$ cat config.mk
export PLATFORM = sky130hd
export DESIGN_NAME = dust_pulse_encoder
export DESIGN_NICKNAME = d
export VERILOG_FILES = /design/src/rtl/dust_pulse_encoder_pkg.sv /design/src/rtl/dust_pulse_encoder_pulse_gap_timer.sv /design/src/rtl/dust_pulse_encoder.sv
export SDC_FILE = /design/constraint.sdc
export NUM_CORES = 1
export LEC_CHECK = 0
export ABC_CLOCK_PERIOD_IN_PS = 2400
export BUFFER_PORTS_ARGS = -buffer_cell sky130_fd_sc_hd__buf_2
export CAP_MARGIN = 20
export CORE_MARGIN = 2
export CORE_UTILIZATION = 53
export CTS_BUF_LIST = sky130_fd_sc_hd__clkbuf_8
export DETAILED_ROUTE_END_ITERATION = 12
export PLACE_DENSITY = 0.72
export SLEW_MARGIN = 20
export SYNTH_ARGS = -nofsm -noshare
export SYNTH_HDL_FRONTEND = slang
export SYNTH_HIERARCHICAL = 1
export SYNTH_SLANG_ARGS = --single-unit
$ cat constraint.sdc
create_clock -name CLK_IN -period 2.4 [get_ports CLK_IN]
set_input_delay 0.12 -clock CLK_IN [delete_from_list [all_inputs] [get_ports CLK_IN]]
set_output_delay 0.12 -clock CLK_IN [all_outputs]
set_load 0.005 [all_outputs]
$ cat src/rtl/dust_pulse_encoder_pkg.sv
// Shared protocol constants and encodings for the dust pulse-position link.
// Frame: preamble pulses, N_BITS data symbols MSB first, trailer pulses.
// Each pulse is one high cycle followed by a gap of low cycles.
package dust_pulse_encoder_pkg;

  localparam int N_BITS       = 4;
  localparam int PRE_PULSES   = 3;
  localparam int TRAIL_PULSES = 2;
  localparam int SHORT_GAP    = 3;
  localparam int LONG_GAP     = 7;
  localparam int SEP_GAP      = 1;

  function automatic int max_of(input int a, input int b);
    return (a > b) ? a : b;
  endfunction

  // Gap counter must hold LONG_GAP-1; sized to LONG_GAP+1 for headroom.
  localparam int GAP_W = $clog2(LONG_GAP + 1);
  // Pulse counter indexes preamble/trailer pulses and the three pulses of a bit symbol.
  localparam int CNT_W = $clog2(max_of(max_of(PRE_PULSES, TRAIL_PULSES), 3));
  localparam int IDX_W = (N_BITS > 1) ? $clog2(N_BITS) : 1;

  // Timer is loaded with gap-1 and the gap ends on the cycle it reads zero.
  localparam logic [GAP_W-1:0] SHORT_LOAD = GAP_W'(SHORT_GAP - 1);
  localparam logic [GAP_W-1:0] LONG_LOAD  = GAP_W'(LONG_GAP - 1);
  localparam logic [GAP_W-1:0] SEP_LOAD   = GAP_W'(SEP_GAP - 1);

  localparam logic [CNT_W-1:0] PRE_LAST   = CNT_W'(PRE_PULSES - 1);
  localparam logic [CNT_W-1:0] TRAIL_LAST = CNT_W'(TRAIL_PULSES - 1);
  localparam logic [IDX_W-1:0] BIT_FIRST  = IDX_W'(N_BITS - 1);

  typedef enum logic [1:0] {
    ST_IDLE  = 2'd0,
    ST_PRE   = 2'd1,
    ST_BIT   = 2'd2,
    ST_TRAIL = 2'd3
  } state_t;

  typedef enum logic [1:0] {
    PH_HIGH = 2'd0,
    PH_GAP1 = 2'd1,
    PH_GAP2 = 2'd2,
    PH_SEP  = 2'd3
  } phase_t;

endpackage

$ cat src/rtl/dust_pulse_encoder_pulse_gap_timer.sv
// Load / count-down / zero-flag timer used for every low gap of the stream.
// Ports:
//   clk, srst   clock and synchronous active-high reset
//   load        load count with load_val this cycle (takes priority over counting)
//   load_val    value loaded (gap length minus one)
//   zero        high while the count is zero
module dust_pulse_encoder_pulse_gap_timer #(
  parameter int W = 3
) (
  input  logic         clk,
  input  logic         srst,
  input  logic         load,
  input  logic [W-1:0] load_val,
  output logic         zero
);

  logic [W-1:0] count_reg;

  always_ff @(posedge clk) begin
    if (srst) begin
      count_reg <= '0;
    end else if (load) begin
      count_reg <= load_val;
    end else if (count_reg != '0) begin
      count_reg <= count_reg - 1'b1;
    end
  end

  assign zero = (count_reg == '0);

endmodule

$ cat src/rtl/dust_pulse_encoder.sv
// Serialises an N_BITS amplitude word into a single-wire pulse-position stream:
// preamble pulses, one three-pulse symbol per bit (MSB first), trailer pulses.
// A '1' symbol has gaps (long, short), a '0' symbol has gaps (short, long).
// Ports:
//   CLK_IN    clock, all logic on posedge
//   rst       synchronous active-high reset; aborts a frame without done
//   start     frame request, sampled only while busy is low
//   amp_in    amplitude word, latched on the accepted start
//   busy      high from the cycle after accept through the last low cycle
//   done      one-cycle pulse right after busy falls
//   DATA_OUT  registered pulse stream
module dust_pulse_encoder
  import dust_pulse_encoder_pkg::*;
(
  input  logic              CLK_IN,
  input  logic              rst,
  input  logic              start,
  input  logic [N_BITS-1:0] amp_in,
  output logic              busy,
  output logic              done,
  output logic              DATA_OUT
);

  if (!(SHORT_GAP >= 1 && SHORT_GAP < LONG_GAP && SEP_GAP >= 1)) begin : g_gap_check
    $error("dust_pulse_encoder: gap constants must satisfy 1 <= SHORT_GAP < LONG_GAP and SEP_GAP >= 1");
  end

  state_t            state_reg, state_next;
  phase_t            phase_reg, phase_next;
  logic [CNT_W-1:0]  pulse_cnt_reg, pulse_cnt_next;
  logic [IDX_W-1:0]  bit_idx_reg, bit_idx_next;
  logic [N_BITS-1:0] amp_q_reg, amp_q_next;
  logic              data_reg, data_next;
  logic              busy_reg, busy_next;
  logic              done_reg, done_next;

  logic              timer_load;
  logic [GAP_W-1:0]  timer_val;
  logic              timer_zero;

  dust_pulse_encoder_pulse_gap_timer #(.W(GAP_W)) u_timer (
    .clk      (CLK_IN),
    .srst     (rst),
    .load     (timer_load),
    .load_val (timer_val),
    .zero     (timer_zero)
  );

  always_ff @(posedge CLK_IN) begin
    if (rst) begin
      state_reg     <= ST_IDLE;
      phase_reg     <= PH_HIGH;
      pulse_cnt_reg <= '0;
      bit_idx_reg   <= '0;
      amp_q_reg     <= '0;
      data_reg      <= 1'b0;
      busy_reg      <= 1'b0;
      done_reg      <= 1'b0;
    end else begin
      state_reg     <= state_next;
      phase_reg     <= phase_next;
      pulse_cnt_reg <= pulse_cnt_next;
      bit_idx_reg   <= bit_idx_next;
      amp_q_reg     <= amp_q_next;
      data_reg      <= data_next;
      busy_reg      <= busy_next;
      done_reg      <= done_next;
    end
  end

  // state/phase describe what DATA_OUT shows this cycle; the *_next values
  // decide the following cycle, which keeps DATA_OUT a plain register.
  always_comb begin
    state_next     = state_reg;
    phase_next     = phase_reg;
    pulse_cnt_next = pulse_cnt_reg;
    bit_idx_next   = bit_idx_reg;
    amp_q_next     = amp_q_reg;
    data_next      = data_reg;
    busy_next      = busy_reg;
    done_next      = 1'b0;
    timer_load     = 1'b0;
    timer_val      = '0;

    if (state_reg == ST_IDLE) begin
      if (start) begin
        amp_q_next     = amp_in;
        busy_next      = 1'b1;
        data_next      = 1'b1;
        state_next     = ST_PRE;
        phase_next     = PH_HIGH;
        pulse_cnt_next = '0;
      end
    end else begin
      case (phase_reg)
        PH_HIGH: begin
          // Every pulse is one cycle; pick the gap that follows it.
          data_next  = 1'b0;
          timer_load = 1'b1;
          phase_next = PH_SEP;
          timer_val  = SEP_LOAD;
          if (state_reg == ST_BIT) begin
            if (pulse_cnt_reg == CNT_W'(0)) begin
              phase_next = PH_GAP1;
              timer_val  = amp_q_reg[bit_idx_reg] ? LONG_LOAD : SHORT_LOAD;
            end else if (pulse_cnt_reg == CNT_W'(1)) begin
              phase_next = PH_GAP2;
              timer_val  = amp_q_reg[bit_idx_reg] ? SHORT_LOAD : LONG_LOAD;
            end
          end
        end
        PH_GAP1, PH_GAP2: begin
          if (timer_zero) begin
            data_next      = 1'b1;
            phase_next     = PH_HIGH;
            pulse_cnt_next = pulse_cnt_reg + 1'b1;
          end
        end
        default: begin  // PH_SEP
          if (timer_zero) begin
            data_next  = 1'b1;
            phase_next = PH_HIGH;
            case (state_reg)
              ST_PRE: begin
                if (pulse_cnt_reg == PRE_LAST) begin
                  state_next     = ST_BIT;
                  bit_idx_next   = BIT_FIRST;
                  pulse_cnt_next = '0;
                end else begin
                  pulse_cnt_next = pulse_cnt_reg + 1'b1;
                end
              end
              ST_BIT: begin
                pulse_cnt_next = '0;
                if (bit_idx_reg == '0) begin
                  state_next = ST_TRAIL;
                end else begin
                  bit_idx_next = bit_idx_reg - 1'b1;
                end
              end
              default: begin  // ST_TRAIL
                if (pulse_cnt_reg == TRAIL_LAST) begin
                  state_next     = ST_IDLE;
                  data_next      = 1'b0;
                  busy_next      = 1'b0;
                  done_next      = 1'b1;
                  pulse_cnt_next = '0;
                end else begin
                  pulse_cnt_next = pulse_cnt_reg + 1'b1;
                end
              end
            endcase
          end
        end
      endcase
    end
  end

  assign busy     = busy_reg;
  assign done     = done_reg;
  assign DATA_OUT = data_reg;

endmodule

* Yosys cells after proc, flatten, opt, wreduce, memory -nomap -nowiden
Index checks and enable logic that the tools add are counted.
** Word-level totals
- Register bits after elaboration :: 18
- Logic and storage cells :: 105
** Cells by class
- Add/sub/neg operators :: 3
- Magnitude comparators :: 1
- Equal/unequal tests :: 15
- Mux-type cells :: 51
- Bitwise operators :: 3
- Reductions and logical operators :: 23
** Operator list (count)
- 2-to-1 mux 2 bit :: 20
- 2-to-1 mux 3 bit :: 9
- 2-to-1 mux 1 bit :: 16
- case mux 2 bit (2 select lines) :: 4
- AND reduction 6 bit :: 2
- logical NOT 2 bit :: 4
- != test 2 bit (second input constant) :: 4
- nonzero test 2 bit :: 4
- OR reduction 8 bit :: 1
- == test 2 x 1 -> 1 bit (second input constant) :: 3
- == test 2 bit (second input constant) :: 3
- != test 3 bit (second input constant) :: 2
- AND reduction 3 bit :: 2
- nonzero test 3 bit :: 2
- AND reduction 5 bit :: 1
- != test 2 x 1 -> 1 bit (second input constant) :: 2
- AND reduction 2 bit :: 2
- nonzero test 4 bit :: 1
- OR reduction 2 bit :: 2
- logical NOT 3 bit :: 1
- less-than comparator 2 x 3 -> 1 bit (second input constant) :: 1
- != test 3 x 2 -> 1 bit (second input constant) :: 1
- inverter 1 bit :: 3
- OR reduction 3 bit :: 1
- 5 further kinds :: 5

* Longest topological paths before layout
- Word-level depth :: 9
- Depth in mapped cells :: 8
- Mapped depth without buffers :: 8

* Hierarchy
Netlist, hierarchy kept.
** By module, submodules not included
- dust_pulse_encoder :: instances 1, cells each 115, area an instance 1026.0 um^2, sequential area each 300.3 um^2
- dust_pulse_encoder_pulse_gap_timer :: instances 1, cells each 22, area an instance 206.4 um^2, sequential area each 60.1 um^2

* Least setup slack after synthesis
OpenSTA, ideal clock, no wires.
- Path kind :: register to register
- Start point :: register state_reg[1]
- End point :: register u_timer.count_reg[1]
- Library setup time :: 0.112 ns
- Arrival :: 1.561 ns
- Required time :: 2.288 ns
- Setup slack :: 0.727 ns
- Cell stages (with the launch flop) :: 9
- Buffers on the path :: 1
- Clock period less this slack :: 1.673 ns
- Cell sequence :: dfxtp_1 > inv_1 > ha_1 > nor2b_1 > clkbuf_1 > nand2_1 > nor2_1 > nor2b_1 > a2111oi_1
** RTL lines
- from (decl) :: RTL line dust_pulse_encoder.sv:28 : state_t state_reg, state_next;
- from (signal assigned) :: RTL line dust_pulse_encoder.sv:60 : state_reg <= state_next;
- logical NOT 2 bit (*) :: RTL line dust_pulse_encoder.sv:85 : if (state_reg == ST_IDLE) begin
- 2-to-1 mux 1 bit (*) :: RTL line dust_pulse_encoder.sv:85
- via timer_load :: RTL line dust_pulse_encoder.sv:37 : logic timer_load;
- 2-to-1 mux 3 bit or nonzero test 2 bit (tied branches)
- to (signal assigned) :: RTL line dust_pulse_encoder_pulse_gap_timer.sv:23 : count_reg <= load_val;
- to (signal assigned) :: RTL line dust_pulse_encoder_pulse_gap_timer.sv:25 : count_reg <= count_reg - 1'b1;
- to (decl) :: RTL line dust_pulse_encoder_pulse_gap_timer.sv:17 : logic [W-1:0] count_reg;
The timed path passes the listed nets; every way through them passes the cells marked *.
A chain may end at the register's enable or synchronous reset.

* Final worst setup path
- Start point :: register state_reg[0]
- End point :: register state_reg[0]
** Between the ends
- Cells in the longest elaborated chain, start to end :: 5
** Ends and longest elaborated chain
- == test 2 bit or == test 2 x 1 -> 1 bit (tied branches) :: RTL line dust_pulse_encoder.sv:123 : case (state_reg)
- case mux 2 bit (2 select lines) :: RTL line dust_pulse_encoder.sv:123
- 2-to-1 mux 2 bit :: RTL line dust_pulse_encoder.sv:120 : if (timer_zero) begin
- 2-to-1 mux 2 bit :: RTL line dust_pulse_encoder.sv:95 : case (phase_reg)
- 2-to-1 mux 2 bit :: RTL line dust_pulse_encoder.sv:85
Several ways; a longest one is shown, not always the timed one. The select of a mux whose other input is x is not followed.

==> flow_results.xml <==
<?xml version="1.0" encoding="UTF-8"?>
<metrics>
  <group name="logic_synthesis">
    <metric name="seq_area_frac_synth" unit="">0.292</metric>
    <metric name="post_synth_edffs" unit="">0</metric>
    <metric name="avgSynthCellArea" unit="µm²">9.00</metric>
    <metric name="synthCells" unit="">137</metric>
    <metric name="synth.lib_cells_used.distinct" unit="">47</metric>
    <metric name="synth-seq-cells" unit="">18</metric>
    <metric name="dominantRegCellSynth" unit="">sky130_fd_sc_hd__dfxtp_1</metric>
    <metric name="synth-warning-count" unit="">6</metric>
    <metric name="syn-num-nets" unit="">160</metric>
    <metric name="proportion_of_register_bits_with_asynchronous_set_or_reset_after_synthesis" unit="">0</metric>
    <metric name="syn_area" unit="mm²">0.00123</metric>
  </group>
  <group name="pwr">
    <metric name="p_int" unit="mW">0.921</metric>
    <metric name="power.share.switching" unit="">0.424</metric>
    <metric name="fin_total_pwr" unit="mW">1.60</metric>
    <metric name="power.share.sequential" unit="">0.277</metric>
    <metric name="pwr-share-comb" unit="">0.568</metric>
    <metric name="worst_ir_drop_vdd" unit="V">0.000694</metric>
    <metric name="power_density_over_the_cells" unit="mW/mm²">1200</metric>
    <metric name="switching_power" unit="mW">0.677</metric>
    <metric name="cellLeakagePower" unit="nW">0.531</metric>
    <metric name="power.share.clock" unit="">0.155</metric>
  </group>
  <group name="placed_design">
    <metric name="dp.cells" unit="">171</metric>
    <metric name="hpwlAfterDp" unit="µm">1760</metric>
    <metric name="io_buffer_count" unit="">9</metric>
    <metric name="gpl.final_weighted_congestion" unit="">0.789</metric>
    <metric name="place_area" unit="mm²">0.00128</metric>
  </group>
  <group name="worst_setup_path">
    <metric name="worstPathMaxFanout" unit="">13</metric>
    <metric name="r2r_cells" unit="">6</metric>
    <metric name="worst-endpoint-arrival" unit="ns">2.04</metric>
    <metric name="rrSetupSlack" unit="ns">0.54</metric>
    <metric name="critical_path.startpoint_type" unit="">flop</metric>
    <metric name="worstSetupPathType" unit="">flop to flop</metric>
    <metric name="critical_path.endpoint_type" unit="">flop</metric>
    <metric name="cp_data_required_time" unit="ns">2.59</metric>
  </group>
  <group name="clock_network">
    <metric name="cts-htree-levels" unit="">1</metric>
    <metric name="clk_transition_reported_paths" unit="ns">0.07</metric>
    <metric name="cts_setup_buffers" unit="">0</metric>
    <metric name="numClockSinks" unit="">18</metric>
    <metric name="clock_latency" unit="ns">0.26</metric>
    <metric name="tritoncts" unit="">yes</metric>
    <metric name="clockBufferDepth" unit="">2</metric>
    <metric name="ctsResizeCount" unit="">0</metric>
    <metric name="numCtsBuffers" unit="">3</metric>
    <metric name="cts_hold_buffers" unit="">0</metric>
    <metric name="clock-root-buffer" unit="">sky130_fd_sc_hd__clkbuf_8</metric>
  </group>
  <group name="timing">
    <metric name="timing.final.setup_violations" unit="">0</metric>
    <metric name="finClkSkew" unit="ns">0.00664</metric>
    <metric name="grt_setup_unrepaired" unit="">false</metric>
    <metric name="timing.final.crit_share" unit="">0.773</metric>
    <metric name="timing.setup.tns" unit="ns">0</metric>
    <metric name="max_clock_freq" unit="MHz">539</metric>
    <metric name="maxSlewViolCount" unit="">0</metric>
    <metric name="timing_hold_violations_final" unit="">0</metric>
    <metric name="finalWorstPathRequiredPeriod" unit="ns">1.86</metric>
  </group>
  <group name="layout">
    <metric name="drive_above_1_share" unit="">0.184</metric>
    <metric name="layoutNonFillerInstCount" unit="">175</metric>
    <metric name="design_area" unit="mm²">0.00133</metric>
    <metric name="final_core_utilization" unit="">0.602</metric>
    <metric name="num-nets-final" unit="">171</metric>
    <metric name="syn_to_final_growth" unit="%">8.12</metric>
    <metric name="largest_register_ff_count" unit="">4</metric>
    <metric name="diodes" unit="">0</metric>
  </group>
  <group name="die">
    <metric name="initial_core_util" unit="">0.557</metric>
    <metric name="fp.coreArea" unit="mm²">0.00221</metric>
    <metric name="floorplan.rows" unit="">17</metric>
    <metric name="num_io_pins" unit="">10</metric>
    <metric name="floorplan_die_width" unit="µm">52.2</metric>
    <metric name="die_area" unit="mm²">0.00273</metric>
    <metric name="die_height" unit="µm">52.2</metric>
  </group>
  <group name="routing">
    <metric name="avgViaCountPerCell" unit="">5.71</metric>
    <metric name="routed_wl" unit="µm">2440</metric>
    <metric name="final_ant_viol_nets" unit="">0</metric>
    <metric name="post-route-drc-count" unit="">0</metric>
    <metric name="first_pass_iters" unit="">4</metric>
    <metric name="routed_wire_length_per_instance" unit="µm">14.0</metric>
    <metric name="drt-initial-drc-count" unit="">35</metric>
    <metric name="via_count" unit="">999</metric>
  </group>
  <group name="min_path">
    <metric name="hold_path_depth" unit="">3</metric>
    <metric name="worstHoldPathType" unit="">input port to flop</metric>
  </group>
  <group name="job">
    <metric name="max-cap-violations" unit="">0</metric>
  </group>
  <group name="grt">
    <metric name="grt_max_degree" unit="">18</metric>
    <metric name="antenna_found_initial" unit="">0</metric>
    <metric name="globalRoute.totalOverflow" unit="">0</metric>
    <metric name="vias_in_the_first_global_route" unit="">923</metric>
    <metric name="grtUsageTotal" unit="">0.203</metric>
    <metric name="grt_pass1_wl" unit="µm">4090</metric>
  </group>
  <group name="outcome">
    <metric name="result_of_the_run" unit="">finished clean</metric>
  </group>
</metrics>
power groups by stage:
stage          sequential (mW)  clock, mW  combinational, mW
2_1_floorplan            0.433          0              0.749
3_3_place_gp             0.442          0              0.876
3_5_place_dp             0.450          0              0.889
4_1_cts                  0.443      0.255              0.903
5_1_grt                  0.455      0.270               1.01
6_report                 0.443      0.248              0.907
stage by stage:
stage	hold WS (ns)	setup WS, ns
2_1_floorplan	0.188	0.727
3_3_place_gp	0.402	0.671
3_5_place_dp	0.396	0.570
4_1_cts	0.131	0.554
5_1_grt	0.148	0.414
6_report	0.132	0.544
area by class of cell:
cell class | count | area (µm²)
sequential | 18 | 360
timing repair buffer | 10 | 52.6
fill | 199 | 880
inverter | 16 | 60.1
multi-input combinational | 99 | 769
clock buffer | 4 | 55.1
tap | 28 | 35.0
metal layers:
| metal | vias up | routed length, µm | track usage |
|---|---|---|---|
| met5 | - | 0 | 0 |
| met4 | 0 | 24 | 0.0769 |
| met3 | 4 | 147 | 0.0343 |
| met2 | 38 | 1180 | 0.342 |
| met1 | 457 | 1090 | 0.259 |
| li1 | 500 | - | - |
worst max-delay path, cell delays in order (launching register included):
cell	delay (ns)
sky130_fd_sc_hd__dfxtp_1	0.32
sky130_fd_sc_hd__inv_1	0.13
sky130_fd_sc_hd__ha_1	0.46
sky130_fd_sc_hd__nand2_2	0.24
sky130_fd_sc_hd__a21boi_4	0.21
sky130_fd_sc_hd__o31a_1	0.24
sky130_fd_sc_hd__a211oi_2	0.18
cells in the mapped netlist (2+ instances only):
master	count	area [µm²]
sky130_fd_sc_hd__a2111oi_1	2	20.0
sky130_fd_sc_hd__a211oi_1	2	15.0
sky130_fd_sc_hd__a21oi_1	10	50.1
sky130_fd_sc_hd__a311oi_1	3	26.3
sky130_fd_sc_hd__a31oi_1	2	12.5
sky130_fd_sc_hd__clkbuf_8	2	27.5
sky130_fd_sc_hd__dfxtp_1	18	360
sky130_fd_sc_hd__ha_1	16	200
sky130_fd_sc_hd__inv_1	15	56.3
sky130_fd_sc_hd__nand2_1	9	33.8
sky130_fd_sc_hd__nand3_1	4	20.0
sky130_fd_sc_hd__nand4_1	3	18.8
sky130_fd_sc_hd__nor2_1	11	41.3
sky130_fd_sc_hd__nor2b_1	6	37.5
sky130_fd_sc_hd__nor4b_1	2	17.5
cells in the final DEF, fill, tap and decap left out, types with 2 or more instances in the layout:
master                       n
sky130_fd_sc_hd__clkbuf_8    4
sky130_fd_sc_hd__dfxtp_1    18
sky130_fd_sc_hd__a211oi_1    2
sky130_fd_sc_hd__inv_1      15
sky130_fd_sc_hd__nor2_1     11
sky130_fd_sc_hd__nand4_1     3
sky130_fd_sc_hd__buf_2       9
sky130_fd_sc_hd__a31oi_1     2
sky130_fd_sc_hd__ha_1       16
sky130_fd_sc_hd__nor2b_1     6
sky130_fd_sc_hd__a21oi_1    10
sky130_fd_sc_hd__nand3_1     4
sky130_fd_sc_hd__nand2_1     9
sky130_fd_sc_hd__a311oi_1    3
sky130_fd_sc_hd__a2111oi_1   2
sky130_fd_sc_hd__nor4b_1     2
cells by family (layout without fill, tap and decap cells):
| kind of cell | count (synthesis) | in the layout | synth area share |
|---|---|---|---|
| AND/OR/NAND/NOR | 49 | 49 | 0.238 |
| AO/OA/AOI/OAI | 31 | 31 | 0.195 |
| buffers and inverters | 20 | 30 | 0.0832 |
| flip-flops | 18 | 18 | 0.292 |
| adder cells (fa/ha/maj) | 16 | 16 | 0.162 |
| multiplexers | 2 | 2 | 0.0264 |
| other | 1 | 1 | 0.00304 |
worst paths after layout:
path	startpoint	endpoint
worst max-delay path	state_reg[0]	state_reg[0]
worst min-delay path	amp_in[1]	amp_q_reg[1]
worst max register to register	state_reg[0]	state_reg[0]
worst min register to register	amp_q_reg[0]	amp_q_reg[0]
Note: power is estimated with default switching activity, not from simulation.
